--- src/rtl/ama_riscv_perf_mon.sv ---
// Run-level performance monitor: cycle/instruction/event counters gated by a pass/fail/timeout FSM.
// Optional watchdog and TIMEOUT state are built only when AMA_RISCV_PERF_MON_TIMEOUT_EN is defined.
module ama_riscv_perf_mon #(
    parameter int CNT_W  = 64,
    parameter int NUM_EV = 4,
    parameter int TMO_W  = 32
) (
    input  logic                clk,
    input  logic                rst,
    input  logic                start,
    input  logic                inst_wb_nop_or_clear,
    input  logic [NUM_EV-1:0]   ev_in,
    input  logic [31:0]         csr_tohost,
    input  logic                mmio_reset_cnt,
    input  logic [TMO_W-1:0]    timeout_limit,
    input  logic [4:0]          rd_sel,
    output logic [CNT_W-1:0]    rd_data,
    output logic [NUM_EV+1:0]   ovf,
    output logic [2:0]          state,
    output logic [30:0]         fail_code
);
    localparam int NCNT = NUM_EV + 2;

    localparam logic [2:0] S_IDLE    = 3'd0;
    localparam logic [2:0] S_RUN     = 3'd1;
    localparam logic [2:0] S_PASS    = 3'd2;
    localparam logic [2:0] S_FAIL    = 3'd3;
    localparam logic [2:0] S_TIMEOUT = 3'd4;

    logic [2:0]       r_state;
    logic [2:0]       w_state_nxt;
    logic [CNT_W-1:0] r_cnt [NCNT];
    logic [NCNT-1:0]  r_ovf;
    logic [30:0]      r_fail_code;
    logic [CNT_W-1:0] r_rd_data;
    logic [CNT_W-1:0] w_rd_mux;
    logic             w_run;
    logic             w_done;
    logic             w_timeout;
    logic [NCNT-1:0]  w_inc;

    assign w_run  = (r_state == S_RUN);
    assign w_done = w_run && csr_tohost[0];
    // Counter index order: 0 cycles, 1 retired instructions, 2.. generic events.
    assign w_inc  = w_run ? {ev_in, ~inst_wb_nop_or_clear, 1'b1} : '0;

`ifdef AMA_RISCV_PERF_MON_TIMEOUT_EN
    logic [TMO_W-1:0] r_wdog;
    logic [TMO_W-1:0] w_wdog_cur;

    // r_wdog holds completed RUN cycles; the compared count includes the current cycle.
    assign w_wdog_cur = (&r_wdog) ? r_wdog : r_wdog + 1'b1;
    assign w_timeout  = w_run && (timeout_limit != '0) && (w_wdog_cur == timeout_limit);

    always_ff @(posedge clk) begin
        if (rst) begin
            r_wdog <= '0;
        end else if ((r_state == S_IDLE) && start) begin
            r_wdog <= '0;
        end else if (w_run) begin
            r_wdog <= w_wdog_cur;
        end
    end
`else
    logic w_unused_tmo;

    assign w_unused_tmo = ^timeout_limit;
    assign w_timeout    = 1'b0;
`endif

    always_comb begin
        w_state_nxt = r_state;
        case (r_state)
            S_IDLE: begin
                if (start) w_state_nxt = S_RUN;
            end
            S_RUN: begin
                if (w_done) w_state_nxt = (csr_tohost == 32'd1) ? S_PASS : S_FAIL;
                else if (w_timeout) w_state_nxt = S_TIMEOUT;
            end
            default: w_state_nxt = r_state;
        endcase
    end

    always_ff @(posedge clk) begin
        if (rst) begin
            r_state     <= S_IDLE;
            r_fail_code <= '0;
        end else begin
            r_state <= w_state_nxt;
            if (w_done) r_fail_code <= csr_tohost[31:1];
        end
    end

    // Counter clear wins over any increment in the same cycle.
    always_ff @(posedge clk) begin
        if (rst || mmio_reset_cnt) begin
            for (int i = 0; i < NCNT; i++) r_cnt[i] <= '0;
            r_ovf <= '0;
        end else begin
            for (int i = 0; i < NCNT; i++) begin
                if (w_inc[i]) begin
                    r_cnt[i] <= r_cnt[i] + 1'b1;
                    if (&r_cnt[i]) r_ovf[i] <= 1'b1;
                end
            end
        end
    end

    always_comb begin
        w_rd_mux = '0;
        for (int i = 0; i < NCNT; i++) begin
            if (rd_sel == 5'(i)) w_rd_mux = r_cnt[i];
        end
    end

    always_ff @(posedge clk) begin
        if (rst) r_rd_data <= '0;
        else     r_rd_data <= w_rd_mux;
    end

    assign rd_data   = r_rd_data;
    assign ovf       = r_ovf;
    assign state     = r_state;
    assign fail_code = r_fail_code;

endmodule

--- config.mk ---
export PLATFORM = sky130hd
export DESIGN_NAME = ama_riscv_perf_mon
export DESIGN_NICKNAME = d
export VERILOG_FILES = /design/src/rtl/ama_riscv_perf_mon.sv
export SDC_FILE = /design/constraint.sdc
export NUM_CORES = 1
export LEC_CHECK = 0
export CAP_MARGIN = 20
export CELL_PAD_IN_SITES_DETAIL_PLACEMENT = 1
export CELL_PAD_IN_SITES_GLOBAL_PLACEMENT = 1
export CORE_MARGIN = 3
export CORE_UTILIZATION = 50
export DETAILED_ROUTE_END_ITERATION = 10
export GPL_TIMING_DRIVEN = 0
export PLACE_DENSITY = 0.87
export SYNTH_ARGS = -nofsm -noshare
export SYNTH_HDL_FRONTEND = slang
export SYNTH_SLANG_ARGS = --single-unit
export TNS_END_PERCENT = 100
--- constraint.sdc ---
create_clock -name clk -period 14.6 [get_ports clk]
set_clock_uncertainty 0.2 [all_clocks]
set_input_delay 1.46 -clock clk [delete_from_list [all_inputs] [get_ports clk]]
set_output_delay 1.46 -clock clk [all_outputs]
set_load 0.03 [all_outputs]
==> results.py <==
metrics = {
    "status": {
        "outcome": "complete, no violations",
    },
    "die": {
        "rows": 85,
        "start_util_pct": 50.8,
        "dieHeight_um": 240,
        "core_mm2": 0.0540,
        "io_pins": 182,
        "die_w_um": 240,
        "dieArea_mm2": 0.0577,
    },
    "clock_network": {
        "cts_hold_buf": 0,
        "cts_sinks": 487,
        "cts_buffers": 54,
        "cts-resized-gates": 0,
        "htree_num_levels": 2,
        "cts_max_path_buffers": 3,
        "cts_tree": "built",
        "path_clk_slew_ns": 0.06,
        "cts_setup_buffers": 0,
        "clk_latency_ns": 0.63,
        "cts_root_buffer": "clkbuf_16",
    },
    "placement": {
        "gp_congestion": 0.980,
        "dpl-instance-area_mm2": 0.0299,
        "place_hpwl_um": 78300,
        "dp.cells": 3727,
        "io_buffers": 146,
    },
    "finish": {
        "fin_util_pct": 58.7,
        "final_net_count": 3173,
        "finalInstanceArea_mm2": 0.0317,
        "final_cell_count_no_fill": 3827,
        "fillers": 6126,
        "area_delta_synth_final_pct": 15.6,
        "layout-drive-gt1-share_pct": 5.37,
        "num_antenna_cells": 0,
    },
    "synth": {
        "ys_warn_count": 0,
        "synthTopCellsByArea": "edfxtp_1 42%, dfxtp_1 7.5%, nor2_1 4.6%",
        "ys_seq_area_share_pct": 49.5,
        "async_reset_ff_share_pct": 0,
        "ys_ff_latch": 487,
        "syn_inst": 2879,
        "synth.most_common_cell": "edfxtp_1",
        "netlist.top_cell.by_area": "edfxtp_1",
        "synth.distinct_cells": 54,
        "syn_nets": 2963,
        "netlist_area_mm2": 0.0274,
        "ys.flop_type": "edfxtp_1",
        "ys_top_cells_by_count": "384 x edfxtp_1, 337 x nor2_1, 241 x a21oi_1",
        "synth_top_area_share_pct": 42.0,
        "postSynthAreaPerCell_um2": 9.53,
        "synth-edff-count": 384,
    },
    "setup_path": {
        "regToRegStartpoint": "r_cnt[0][2]$_SDFFCE_PN0P_",
        "path_max_fanout": 10,
        "critPathRequiredTime_ns": 14.90,
        "critPathLaunchType": "input pin",
        "crit_path_end_kind": "flop",
        "reg2reg_depth": 7,
        "crit_type": "in -> reg",
        "worstPathArrival_ns": 5.00,
        "r2r_setup_slack_ns": 10.83,
        "r2r_end": "r_cnt[0][61]$_SDFFCE_PN0P_",
    },
    "routing": {
        "route.detailed.drc": 0,
        "drt-wirelength-per-cell_um": 27.5,
        "drtPass1Iterations": 5,
        "drt_iter0_drc": 2897,
        "postRouteAntennaNets": 0,
        "drt-total-wl_um": 105000,
        "vias": 25624,
        "vias_per_cell": 6.70,
    },
    "sta": {
        "drv_slew": 0,
        "finalHoldViolCount": 0,
        "finalSetupViolCount": 0,
        "fin_tns_setup_ns": 0,
        "tightestPinTransition_ns": 1.18,
        "rsz0062_at_grt": "false",
        "period_needed_ns": 4.70,
        "holdWs_ns": 0.258,
        "max_freq_ghz": 0.213,
        "final.period_utilization_pct": 32.2,
        "slew_headroom_pct": 21.5,
    },
    "global_routing": {
        "grt_pass1_wl_um": 157000,
        "overflow": 0,
        "grt_antenna_before_repair": 1,
        "grt_pass1_vias": 25630,
        "grt_max_degree": 65,
        "grtUsageTotal_pct": 35.6,
    },
    "worst_hold_path": {
        "hold_start": "fail_code[25]$_SDFFE_PP0P_",
        "whs_path_depth": 2,
        "hp-class": "reg -> reg",
        "holdPathEnd": "fail_code[25]$_SDFFE_PP0P_",
    },
    "pwr": {
        "powerDensity_mw_per_mm2": 105,
        "ir_drop_mv": 0.0890,
        "p_leak_uw": 0.0101,
    },
    "run": {
        "maxCapViolCount": 0,
    },
}
[layer usage]
layer	part of all wire [%]	wire (µm)	global-route usage [%]
met5	0.012	13	0
met4	6.0	6290	19.5
met2	46	48200	56.5
met1	39	41400	46.8
met3	8.8	9230	5.94
[cell families after synthesis]
family | after synthesis | synth area share (%)
AOI/OAI and AO/OA | 513 | 10.2
adders and majority gates | 6 | 0.273
DFF | 487 | 49.5
buffers and inverters | 203 | 2.83
other | 1 | 0.0137
and+or+nand+nor | 1308 | 24.7
xor gates and xnor gates | 213 | 6.80
muxes | 148 | 5.61
[per-stage QoR]
stage	power [µW]	setup WS [ns]
after CTS	3320	10.07
after global routing	3400	9.89
after detailed placement	1940	9.47
after global placement	1930	5.00
final	3330	9.90
after floorplan	1800	7.85
[report_power, final]
part / internal, µW / switching, µW / total, µW
Sequential: 1570 / 105 / 1670
Combinational: 88.4 / 167 / 255
Clock: 796 / 605 / 1400
[state kept, by name, indices dropped and copies added, names as in the netlist]
name	cells
fail_code	31
ovf	6
state	2
rd_data	64
r_cnt	384
[cell type report]
| cell class | count | area (µm²) | area share (%) |
|---|---|---|---|
| clock inverter | 26 | 214 | 0.675 |
| inverter | 51 | 191 | 0.604 |
| timing repair buffer | 154 | 1560 | 4.91 |
| buffer | 152 | 587 | 1.85 |
| sequential | 487 | 13600 | 42.9 |
| clock buffer | 72 | 1550 | 4.88 |
| multi-input combinational | 2189 | 13200 | 41.5 |
| tap | 696 | 871 | 2.75 |
[worst max-delay path, stage by stage]
cell and delay [ns]:
clkdlybuf4s50_1 0.66, buf_2 0.38, buf_1 0.65, buf_1 0.64
mux2i_1 0.28, o22ai_1 0.50, a21oi_1 0.11, nor2_1 0.29
[placed cells by master, fill, tap and decap left out, drive strengths merged, types with 4 or more instances in the layout]
master,n
and2,26
nand3,157
inv,54
clkdlybuf4s50,146
a21oi,241
or4,44
nand4,148
mux2,47
o211ai,5
nor4b,5
clkbuf,206
and4,40
edfxtp,384
mux2i,101
or2,7
a21o,14
xor2,116
o22ai,46
nand2,224
o21ai,160
xnor2,97
and3,54
nand4b,12
nor3,63
o31ai,32
ha,6
nand3b,5
nor2,337
clkinv,20
nand2b,4
o41ai,4
dfxtp,103
or3,105
buf,26
nor4,67
[worst max path at each step]
stage,start,to,slack [ns],cells past startpoint
4_1_cts,rd_sel[0],rd_data[13]$_SDFF_PP0_,10.07,8
5_1_grt,rd_sel[0],rd_data[47]$_SDFF_PP0_,9.89,8
3_3_place_gp,inst_wb_nop_or_clear,r_cnt[1][16]$_SDFFCE_PN0P_,5.00,2
6_report,rd_sel[0],rd_data[13]$_SDFF_PP0_,9.90,8
2_1_floorplan,inst_wb_nop_or_clear,r_cnt[1][0]$_SDFFCE_PN0P_,7.85,1
3_5_place_dp,rd_sel[0],rd_data[41]$_SDFF_PP0_,9.47,8
Power figures use the tool's default switching activity.
==> RTL change 1 (same flow settings) <==
Remove the register `r_rd_data`: a continuous assignment takes its place, so the output `rd_data` follows one clock earlier.
--- a/src/rtl/ama_riscv_perf_mon.sv
+++ b/src/rtl/ama_riscv_perf_mon.sv
@@ -114,10 +114,7 @@
         end
     end
 
-    always_ff @(posedge clk) begin
-        if (rst) r_rd_data <= '0;
-        else     r_rd_data <= w_rd_mux;
-    end
+    assign r_rd_data = w_rd_mux;
 
     assign rd_data   = r_rd_data;
     assign ovf       = r_ovf;
Formal check against the unedited RTL: not equivalent (a bounded check fails within 4 cycles, from zero or initial values and one cycle with rst high).
==> RTL change 1 against the original RTL <==
Utilization barely moved; cell area fell by 6.9%; setup slack got worse by 2.8 ns; wire length fell by 7.0%; power fell by 10%; synthesized area fell by 7.0%; first-iteration DRC count rose by 2.2%; sequential cell count fell by 64; critical endpoint is now rd_data[63]; largest cell class is now multi-input gates.
==> RTL change 1: results (changes against the original RTL) <==
| Metric | Value |
|---|---|
| DRC Markers | `0 (unchanged)` |
| Worst-path maximum fanout | `10 (unchanged)` |
| Post-DP HPWL | `71160 um (-9.1%)` |
| Max reg flops | `384 (unchanged)` |
| Complex-gate fraction of the synthesized area | `0.1361 (+0.03361)` |
| Diode count | `0 (unchanged)` |
| List of most frequent post-synthesis cells | `nor2_1, edfxtp_1, a21oi_1` |
| Worst VDD drop | `83.96 uV (-5.6%)` |
| Total track usage | `0.3532 (-0.003054)` |
| PortBufs | `146 (unchanged)` |
| Vias | `24840 (-3.1%)` |
| Seq/Total Area, Yosys | `0.4825 (-0.01270)` |
| Fillers | `5814 (-5.1%)` |
| H-tree lvl count | `2 (unchanged)` |
| Post-CTS Setup Bufs | `0 (unchanged)` |
| Ys Warns | `0 (unchanged)` |
| First-pass GRT wire length | `147400 um (-6.0%)` |
| Largest net degree at the start of global routing | `65 (unchanged)` |
| DRT iter0 DRCs | `2962 (+2.2%)` |
| Router iterations before antenna repair | `8 (+3)` |
| Cts repair resizes | `0 (unchanged)` |
| Crit-path slowest cell | `clkdlybuf4s50_1` |
| CTS Buffer Depth | `3 (unchanged)` |
| Synth async-reset ratio | `0 (unchanged)` |
| Top post-synthesis cells by area | `edfxtp_1, nor2_1, a21oi_1, xor2_1, nand4_1` |
| Synthesized Nets | `2832 (-4.4%)` |
| Most used DFF post-synth | `edfxtp_1` |
| CP arrival | `5.85 ns (+0.85 ns)` |
| Status | `finished, final reports clean` |
| Largest Register | `r_cnt` |
| Clock slew at reported path FFs | `0.06 ns (about the same)` |
| TritonCTS Buffers | `50 (-7.4%)` |
| Clk root buf | `clkbuf_16` |
| Share of cells above drive strength 1 | `0.04880 (-0.004860)` |
| Sw Ratio | `0.2674 (+0.003859)` |
| XOR/XNOR Fraction of Synth Area | `0.06659 (-0.001373)` |
| Nets | `3035 (-4.3%)` |
| Netlist cell types | `53 (-1.9%)` |
| Dpl cell area | `27940 um2 (-6.7%)` |
| CP top delay family | `buffers and inverters` |
| Post-synthesis mux area share | `0.01373 (-0.04238)` |
| Worst min-delay path class | `reg -> reg` |
| Synth Area in Adders | `0.002942 (+0.0002072)` |
| Crit-path max cell delay | `0.71 ns (+0.05 ns)` |
| Slew HR | `0.2310 (+0.01613)` |
| Clk_lat worst skew | `0.62 ns` |
| Leak | `8.935 nW (-11%)` |
| Drt wl/cell | `26.69 um (-2.8%)` |
| Initial antenna violation count | `2 (+1)` |
| GPL Wtd Cong | `0.9525 (-2.8%)` |
| Post-synth EDFFs | `384 (unchanged)` |
-- RTL change 1: layout make-up --
class                           count  area, um2  share of cell area
Inverter                           37      138.9            0.004703
Multi-Input combinational cell   2136      12520              0.4238
Clock inverter                     16      128.9            0.004364
Tap cell                          672      840.8             0.02847
Sequential cell                   423      12310              0.4169
Clock buffer                       77       1461             0.04948
Timing Repair Buffer              151       1531             0.05186
Buffer                            152      603.1             0.02042
-- RTL change 1: stage by stage --
stage               hold WS, ns  setup slack, ns  std cells
floorplan                0.3279            7.850       2748
detailed placement       0.2493            7.264       3571
finish                   0.2576            7.095       3664
CTS                      0.2602            7.227       3664
global route             0.2868            7.134       3664
global placement         0.2427            5.315       3566
-- RTL change 1: final timing paths --
path / start / end / slack, ns / depth (start not counted)
setup / recovery: rd_sel[4] / rd_data[63] / 7.09 / 9
hold / removal: fail_code[27] / fail_code[27] / 0.26 / 2
setup reg to reg: r_cnt[1][7] / r_cnt[1][63] / 10.86 / 6
hold reg to reg: fail_code[27] / fail_code[27] / 0.26 / 2
-- RTL change 1: logic make-up after synthesis --
| logic type | Yosys count |
|---|---|
| simple gates | 1330 |
| compound gates | 570 |
| xor+xnor | 194 |
| buf+inv | 189 |
| mux | 35 |
| flops | 423 |
| fa+ha+maj | 6 |
| other cells | 1 |
-- RTL change 1: routing by layer --
layer | track usage | share of wire | up-vias
met1 | 0.4668 | 0.40 | 12540
met4 | 0.1793 | 0.055 | 0
met5 | 0 | 0 | -
met3 | 0.04747 | 0.075 | 253
li1 | - | - | 10840
met2 | 0.5707 | 0.47 | 1206
-- RTL change 1: worst register-to-register path: stages (launching register included) --
cell,delay [ns]
edfxtp_1,0.46
nand4_1,0.28
nor4_2,0.65
nand4_1,0.47
clkbuf_1,0.34
nor3_1,0.89
mux2i_1,0.17
-- RTL change 1: power groups by stage --
| stage | Clock, mW | Sequential (mW) | Combinational (mW) |
|---|---|---|---|
| 2_1_floorplan | 0 | 1.48 | 0.127 |
| 3_3_place_gp | 0 | 1.50 | 0.215 |
| 3_5_place_dp | 0 | 1.50 | 0.227 |
| 4_1_cts | 1.27 | 1.48 | 0.231 |
| 5_1_grt | 1.31 | 1.49 | 0.249 |
| 6_report | 1.27 | 1.48 | 0.234 |
==> RTL change 2 (same settings) <==
Made on the original files. Add a define of `AMA_RISCV_PERF_MON_TIMEOUT_EN`.
--- a/src/rtl/ama_riscv_perf_mon.sv
+++ b/src/rtl/ama_riscv_perf_mon.sv
@@ -1,5 +1,7 @@
 // Run-level performance monitor: cycle/instruction/event counters gated by a pass/fail/timeout FSM.
 // Optional watchdog and TIMEOUT state are built only when AMA_RISCV_PERF_MON_TIMEOUT_EN is defined.
+`define AMA_RISCV_PERF_MON_TIMEOUT_EN
+
 module ama_riscv_perf_mon #(
     parameter int CNT_W  = 64,
     parameter int NUM_EV = 4,
Formal check against the unedited RTL: not equivalent (Yosys sat finds a counterexample within 4 cycles, from zero or initial values and one cycle with rst high).
==> RTL change 2 against the original RTL <==
Die area barely moved; hold slack lost 0.0095 ns; count of clock-buffer cells in the layout is 19 higher; maximum frequency up 1.7%; setup slack better by 0.080 ns; sequential cell count increased by 33; non-clock buffer count up 23; critical path depth up 1; first-iteration DRC count is 1.2% higher; cell area increased by 1.3%; wire length fell by 5.8%; power grew 4.0%; synthesized area barely moved; combinational power fell by 11%; critical endpoint is now state[2]; largest power group unchanged.
==> RTL change 2: results (changes against the original RTL) <==
| Metric | Value |
|---|---|
| Worst VDD drop | `92.15 uV (+3.6%)` |
| Largest Register | `r_cnt` |
| PortBufs | `180 (+23%)` |
| Vias | `24530 (-4.3%)` |
| Cts repair resizes | `0 (unchanged)` |
| DR top layer | `met5` |
| Router iterations before antenna repair | `11 (+6)` |
| Clock slew at reported path FFs | `0.07 ns` |
| List of most frequent post-synthesis cells | `nor2_1, edfxtp_1, nand2_1` |
| Crit-path max cell delay | `0.92 ns (+0.26 ns)` |
| Share of cells above drive strength 1 | `0.04039 (-0.01327)` |
| P_int | `2.591 mW (+5.8%)` |
| R2r worst-path depth | `9 (+2)` |
| Flop-to-flop setup slack | `9.98 ns (-0.85 ns)` |
| CTS Buffer Depth | `3 (unchanged)` |
| CP arrival | `4.99 ns (about the same)` |
| Post-DP HPWL | `70490 um (-10%)` |
| Leak | `10.34 nW (+2.9%)` |
| Status | `finished, final reports clean` |
| Total track usage | `0.3368 (-0.01943)` |
| DRT met1 WL | `37250 um (-10%)` |
| Critical Path Start | `r_wdog[0]` |
| Hold path start | `ovf[5]` |
| Synthesized Nets | `2860 (-3.5%)` |
| Worst min-delay path class | `reg -> reg` |
| TritonCTS Buffers | `56 (+3.7%)` |
| Logic gate share of total power | `0.065 (-0.012)` |
| DRT iter0 DRCs | `2932 (+1.2%)` |
| Hold path cells | `2 (unchanged)` |
| CP top delay family | `simple AND/OR/NAND/NOR gates` |
| Most used DFF post-synth | `edfxtp_1` |
| Nets | `3108 (-2.0%)` |
| Clk root buf | `clkbuf_16` |
| Post-synth EDFFs | `384 (unchanged)` |
| Top post-synthesis cells by area | `edfxtp_1, dfxtp_1, xor2_1, nor2_1, a222oi_1` |
| Seq/Total Area, Yosys | `0.5196 (+0.02435)` |
| First-pass GRT wire length | `150100 um (-4.2%)` |
| Placed insts | `3659 (-1.8%)` |
| Final cell count without fillers | `3767 (-1.6%)` |
| Met3 wire len | `7026 um (-24%)` |
| Max reg flops | `384 (unchanged)` |
| Crit-path slowest cell | `nor4_1` |
| Vias in the first global route | `25720 (+0.35%)` |
| Clk_lat worst skew | `0.63 ns (about the same)` |
| DR WL met2 | `48070 um (-0.24%)` |
| Initial antenna violation count | `1 (unchanged)` |
| Post-CTS Setup Bufs | `0 (unchanged)` |
| GPL Wtd Cong | `0.9619 (-1.9%)` |
| Drt total wl | `98990 um (-5.8%)` |
| Largest net degree at the start of global routing | `65 (unchanged)` |
| Netlist cell types | `56 (+3.7%)` |
| Mapped Cells | `2775 (-3.6%)` |
| Slew HR | `0.2254 (+0.01048)` |
| Worst-path maximum fanout | `9 (-1)` |
RTL change 2: layout make-up:
type                       instances  area (um2)
antenna                            1       2.502
fill                            5937       21880
clock buffer                      91        1742
inverter                          39       146.4
sequential                       520       14250
clock inverter                    14       136.4
buffer                           139       538.0
timing repair buffer             190        1903
tap                              696       870.8
multi-input combinational       2077       12550
RTL change 2: power groups by stage:
stage | Clock, mW | Combinational, mW | Sequential, mW
floorplan | 0 | 0.111 | 1.76
CTS | 1.48 | 0.225 | 1.75
global placement | 0 | 0.207 | 1.78
detailed placement | 0 | 0.221 | 1.78
global route | 1.54 | 0.242 | 1.76
finish | 1.48 | 0.226 | 1.75
RTL change 2: final timing paths:
path | endpoint
min | ovf[5]
min reg2reg | ovf[5]
max reg2reg | state[2]
max | state[2]
RTL change 2: per-layer routing:
layer,track usage,up-vias
li1,-,10740
met1,0.4030,12270
met2,0.5732,1231
met3,0.05242,284
met4,0.2056,2
met5,0,-
RTL change 2: tightest hold or removal path, stage by stage, from the launching register on:
cell and delay, ns:
dfxtp_1 0.31, nand2_1 0.06, nand2_1 0.04
RTL change 2: through the flow:
| stage | cell area, um2 | hold WS (ns) | worst slack (ns) |
|---|---|---|---|
| after floorplan | 27430 | 0.2781 | 7.850 |
| after global placement | 30110 | 0.2382 | 4.989 |
| after detailed placement | 30250 | 0.2464 | 9.473 |
| after CTS | 32130 | 0.2550 | 9.999 |
| after global routing | 32140 | 0.2722 | 9.800 |
| final | 32140 | 0.2489 | 9.978 |
RTL change 2: cells by family after synthesis:
logic type	count (synthesis)	share of synthesized area
AO/OA/AOI/OAI	381	0.09651
XOR/XNOR	388	0.1239
adder cells (fa/ha/maj)	7	0.003192
buffers and inverters	178	0.02495
flip-flops	520	0.5196
multiplexers	4	0.001505
AND/OR/NAND/NOR	1297	0.2304
